[src/rtl/pid_sched.sv]
// ============================================================================
// Module      : pid_sched
// Description : Decimated PID update sequencer. It captures the error once per
//               period and saturates P+I+D into the 12-bit drive command.
// Revision    : 1.0 - initial release
// ============================================================================
`default_nettype none

module pid_sched #(
    parameter int DEC_BITS = 14
) (
    input  logic               clk,
    input  logic               rst,
    input  logic               en,
    input  logic signed [12:0] error,
    input  logic               not_pedaling,
    output logic [11:0]        drv_mag,
    output logic               pid_vld,
    output logic               busy
);

    typedef enum logic [2:0] {
        S_IDLE  = 3'd0,
        S_CAPT  = 3'd1,
        S_INTEG = 3'd2,
        S_DERIV = 3'd3,
        S_SUM   = 3'd4,
        S_OUT   = 3'd5
    } state_t;

    localparam logic [DEC_BITS-1:0] c_DEC_LAST  = '1;
    localparam logic signed [18:0]  c_INTEG_MAX = 19'sh1FFFF;
    localparam logic signed [13:0]  c_DIFF_MAX  = 14'sd255;
    localparam logic signed [13:0]  c_DIFF_MIN  = -14'sd256;

    state_t               r_state;
    state_t               w_state_nxt;
    logic [DEC_BITS-1:0]  r_dec;
    logic [12:0]          r_err_cap;
    logic                 r_np_cap;
    logic [17:0]          r_integ;
    logic [12:0]          r_prev_err;
    logic [11:0]          r_i_term;
    logic [9:0]           r_d_term;
    logic [14:0]          r_pid;
    logic [11:0]          r_drv_mag;
    logic                 r_pid_vld;

    logic                 w_tick;
    logic signed [18:0]   w_err_ext19;
    logic signed [18:0]   w_integ_sum;
    logic [17:0]          w_integ_nxt;
    logic signed [13:0]   w_diff;
    logic [8:0]           w_diff_sat;
    logic [14:0]          w_pid;
    logic [11:0]          w_drv;

    assign w_tick  = en && (r_dec == c_DEC_LAST) && (r_state == S_IDLE);
    assign busy    = (r_state != S_IDLE);
    assign drv_mag = r_drv_mag;
    assign pid_vld = r_pid_vld;

    always_ff @(posedge clk) begin
        if (rst) begin
            r_dec <= '0;
        end else if (en) begin
            r_dec <= r_dec + DEC_BITS'(1);
        end
    end

    always_ff @(posedge clk) begin
        if (rst) begin
            r_state <= S_IDLE;
        end else begin
            r_state <= w_state_nxt;
        end
    end

    always_comb begin
        w_state_nxt = r_state;
        case (r_state)
            S_IDLE:  if (w_tick) w_state_nxt = S_CAPT;
            S_CAPT:  w_state_nxt = S_INTEG;
            S_INTEG: w_state_nxt = S_DERIV;
            S_DERIV: w_state_nxt = S_SUM;
            S_SUM:   w_state_nxt = S_OUT;
            default: w_state_nxt = S_IDLE;
        endcase
    end

    // Integrator clamps to the non-negative 17-bit range, so bit 17 stays clear.
    assign w_err_ext19 = {{6{r_err_cap[12]}}, r_err_cap};
    assign w_integ_sum = $signed({1'b0, r_integ}) + w_err_ext19;

    always_comb begin
        w_integ_nxt = w_integ_sum[17:0];
        if (r_np_cap) begin
            w_integ_nxt = 18'h0;
        end else if (w_integ_sum < 19'sd0) begin
            w_integ_nxt = 18'h0;
        end else if (w_integ_sum > c_INTEG_MAX) begin
            w_integ_nxt = 18'h1FFFF;
        end
    end

    assign w_diff = {r_err_cap[12], r_err_cap} - {r_prev_err[12], r_prev_err};

    always_comb begin
        w_diff_sat = w_diff[8:0];
        if (w_diff > c_DIFF_MAX) begin
            w_diff_sat = 9'h0FF;
        end else if (w_diff < c_DIFF_MIN) begin
            w_diff_sat = 9'h100;
        end
    end

    assign w_pid = {{2{r_err_cap[12]}}, r_err_cap}
                 + {3'b000, r_i_term}
                 + {{5{r_d_term[9]}}, r_d_term};

    // Sum range is -4608..8700: sign bit means negative, bits 13:12 mean > 4095.
    assign w_drv = r_pid[14]       ? 12'h000 :
                   (|r_pid[13:12]) ? 12'hFFF : r_pid[11:0];

    always_ff @(posedge clk) begin
        if (rst) begin
            r_err_cap  <= '0;
            r_np_cap   <= 1'b0;
            r_integ    <= '0;
            r_prev_err <= '0;
            r_i_term   <= '0;
            r_d_term   <= '0;
            r_pid      <= '0;
            r_drv_mag  <= '0;
            r_pid_vld  <= 1'b0;
        end else begin
            r_pid_vld <= (r_state == S_OUT);
            case (r_state)
                S_CAPT: begin
                    r_err_cap <= error;
                    r_np_cap  <= not_pedaling;
                end
                S_INTEG: begin
                    r_integ  <= w_integ_nxt;
                    r_i_term <= w_integ_nxt[16:5];
                end
                S_DERIV: begin
                    r_d_term   <= {w_diff_sat, 1'b0};
                    r_prev_err <= r_err_cap;
                end
                S_SUM:   r_pid     <= w_pid;
                S_OUT:   r_drv_mag <= w_drv;
                default: ;
            endcase
        end
    end

endmodule

`default_nettype wire
[config.mk]
export PLATFORM = sky130hd
export DESIGN_NAME = pid_sched
export DESIGN_NICKNAME = d
export VERILOG_FILES = /design/src/rtl/pid_sched.sv
export SDC_FILE = /design/constraint.sdc
export NUM_CORES = 1
export LEC_CHECK = 0
export CAP_MARGIN = 20
export CELL_PAD_IN_SITES_DETAIL_PLACEMENT = 0
export CELL_PAD_IN_SITES_GLOBAL_PLACEMENT = 1
export CORE_ASPECT_RATIO = 2
export CORE_MARGIN = 2
export CORE_UTILIZATION = 40
export DETAILED_ROUTE_END_ITERATION = 10
export MAX_ROUTING_LAYER = met4
export PLACE_DENSITY = 0.8
export SYNTH_ARGS = -nofsm -noshare
export SYNTH_HDL_FRONTEND = slang
export SYNTH_SLANG_ARGS = --single-unit
[constraint.sdc]
create_clock -name clk -period 2.5 [get_ports clk]
set_input_delay 0.5 -clock clk [delete_from_list [all_inputs] [get_ports clk]]
set_output_delay 0.5 -clock clk [all_outputs]
set_load 0.02 [all_outputs]
==> results.py <==
metrics = {
    "setup_path": {
        "worst_setup_path_end_kind": "register",
        "rrSetupSlack_ns": -0.34,
        "arrival_ns": 3.09,
        "crit_fanout": 8,
        "timing.rr.start": "r_err_cap[0]",
        "rr_worst_depth": 13,
        "cp-start-kind": "register",
        "criticalPathCategory": "reg -> reg",
        "cp_data_required_time_ns": 2.74,
        "reg2reg_to": "r_d_term[1]",
    },
    "routing": {
        "routedWlPerCell_um": 16.3,
        "via_per_inst": 5.39,
        "route.detailed.drc": 0,
        "dr.pass1.iters": 4,
        "drt_iter0_markers": 319,
        "vias": 5738,
        "wirelength_um": 17400,
        "drtAntennaViolNets": 0,
    },
    "synthesis": {
        "syn_area_um2": 6160,
        "synth.most_common_cell": "nand2_1",
        "ys_ff_latch": 99,
        "synth_edf_count": 0,
        "yosysSeqAreaShare_pct": 32.2,
        "yosysWarnings": 0,
        "synth_area_per_cell_um2": 8.26,
        "synth_common_cells": "nand2_1, dfxtp_1, a21oi_1",
        "synth_area_leaders": "dfxtp_1, ha_1, a21oi_1",
        "yosys.area.top_type_share_pct": 32.2,
        "synth_cell_types": 65,
        "synth_fp_nets": 824,
        "async_reset_ff_share_pct": 0,
        "synth.largest_area_cell": "dfxtp_1",
        "syn_inst": 746,
        "ys.flop_type": "dfxtp_1",
    },
    "timing": {
        "hold_violations": 0,
        "hold_slack_ns": 0.456,
        "setup_slack_ns": -0.345,
        "period_needed_ns": 2.84,
        "drv_slew": 0,
        "relSlewSlack_pct": 54.9,
        "finalSetupTns_ns": -8.65,
        "max_freq_mhz": 352,
        "setup_violations": 33,
        "worst_pin_slew_ns": 0.677,
        "rsz0062_at_grt": "true",
        "period_share_pct": 114,
        "clock_skew_ns": 0.00863,
    },
    "layout": {
        "nets": 941,
        "multi_input_area_um2": 4180,
        "synthToLayoutAreaGrowth_pct": 30.5,
        "drive_above_1_share_pct": 24.0,
        "fin_util_pct": 52.9,
        "final_cells": 1065,
        "filler_cell_count": 1452,
        "regArea_um2": 1990,
        "num_antenna_cells": 0,
        "finish.instance_area_um2": 8040,
    },
    "job": {
        "maxCapViolations": 0,
    },
    "clocking": {
        "cts_buffers": 9,
        "root_buffer": "clkbuf_16",
        "clk_pin_slew_ns": 0.07,
        "cts_buffer_depth": 2,
        "insertion_delay_ns": 0.36,
        "h-tree-depth": 3,
        "clock-sinks": 99,
        "tritoncts": "yes",
    },
    "die": {
        "pin_count": 31,
        "core.rowCount": 64,
        "die_x_um": 91.8,
        "die_y_um": 180,
        "initial_core_util_pct": 40.5,
        "coreArea_um2": 15200,
        "die_area_um2": 16500,
    },
    "grt": {
        "grt_antenna_before_repair": 0,
        "use_met2_pct": 40.8,
        "grt_max_degree": 60,
        "grt_pass1_vias": 5999,
        "met3_usage_pct": 2.14,
        "grt-ovfl-total": 0,
        "grt_busiest_layer": "met2",
        "grt_pass1_wl_um": 28000,
        "grt_usage_pct": 21.8,
        "use_met1_pct": 21.3,
    },
    "pwr": {
        "seq_power_share_pct": 51.6,
        "power.switching_uw": 685,
        "powerDensity_nw_per_um2": 381,
        "internal_power_mw": 2.38,
        "p_leak_nw": 3.18,
        "pwr-share-comb_pct": 2.2,
        "clkPwrFrac_pct": 46.3,
        "peakVddDrop_mv": 0.284,
        "switching_share_pct": 22.3,
    },
    "placement": {
        "gp_congestion": 0.898,
        "hpwl_um": 13100,
        "placed_area_um2": 7380,
        "placed_cells": 1040,
        "port_buffers": 30,
    },
    "hold_path": {
        "holdCritStartpoint": "r_prev_err[9]",
        "min_path_type": "reg -> reg",
        "holdPathStages": 2,
        "min_to": "r_prev_err[9]",
    },
    "run_status": {
        "status": "finished with violations",
        "violations": "negative setup slack",
    },
}
-- cell type report --
cell class | count | share of cell area [%]
repair buffers | 140 | 14.9
well taps | 198 | 3.08
clock inverters | 6 | 0.809
inverters | 35 | 1.63
clock buffers | 9 | 2.80
multi-input cells | 578 | 52.0
flip-flops and latches | 99 | 24.8
-- how the worst max path moves through the flow --
stage,slack (ns),to,from,depth (start not counted)
floorplan,-0.16,r_d_term[1],r_err_cap[0],12
global placement,-0.40,r_d_term[8],r_prev_err[0],11
detailed placement,-0.44,r_integ[0],r_err_cap[1],11
CTS,-0.32,r_d_term[6],r_err_cap[0],13
global route,-0.48,r_pid[13],r_err_cap[1],13
finish,-0.34,r_d_term[1],r_err_cap[0],13
-- worst max-delay path, cell delays in order (launching register included) --
cell and delay [ns]:
dfxtp_4 0.37, inv_2 0.06, ha_4 0.12, inv_2 0.03, fa_2 0.36, a211oi_4 0.25, o21ai_2 0.12, a211oi_2 0.32
nor2_1 0.09, xor2_1 0.18, or3_4 0.35, o32ai_4 0.25, buf_12 0.17, a21oi_1 0.06
-- power groups by stage --
stage          Sequential (mW)  Clock (mW)  Combinational, mW
4_1_cts                   1.58        1.45             0.0654
3_5_place_dp              1.62           0             0.0651
6_report                  1.58        1.42             0.0663
5_1_grt                   1.58        1.50             0.0712
3_3_place_gp              1.62           0             0.0638
2_1_floorplan             1.62           0             0.0309
-- sequential cells by signal (all words and copies together) (netlist names) --
signal	cells
r_state	3
pid_vld	1
r_dec	14
r_integ	18
r_prev_err	13
r_err_cap	13
r_d_term	9
r_pid	15
drv_mag	12
r_np_cap	1
-- repair_timing --
action	in CTS	in global routing
resized for setup	32	28
pin swaps	28	27
gates cloned	0	1
setup endpoints to repair	33	35
buffers inserted	4	7
hold buffers	0	0
-- cell usage in the layout (no fill, tap or decap), types with 10 or more instances in the layout --
cell type and instances:
xor2_1 16, xnor2_1 18, dfxtp_1 94, and3_1 14
fa_1 11, clkbuf_16 10, or3_1 15, a221oi_2 15
buf_4 102, a21o_1 10, o21ai_0 27, ha_1 43
nand2_1 105, clkdlybuf4s50_1 29, a21oi_2 11, nor2_1 56
a21oi_1 85, inv_1 31, nor3_1 26
-- per-stage QoR --
step                      setup slack, ns  total power, mW
final                              -0.345             3.06
after global routing               -0.475             3.15
after CTS                          -0.323             3.09
after detailed placement           -0.443             1.68
after global placement             -0.396             1.68
after floorplan                    -0.160             1.65
-- routing by layer --
layer | part of all wire [%] | wire length (µm)
met4 | 4.8 | 826
met3 | 1.8 | 310
met2 | 56 | 9770
met1 | 37 | 6480
met5 | 0 | 0
-- logic make-up (layout without fill, tap and decap cells) --
family,Yosys count,after routing,synth area share [%]
simple gates,271,271,21.0
xor+xnor,35,35,5.10
buf+inv,69,190,4.45
compound gates,209,209,22.8
mux,2,2,0.325
flops,99,99,32.2
fa+ha+maj,61,61,14.1
Note: power is estimated with default switching activity, not from simulation.
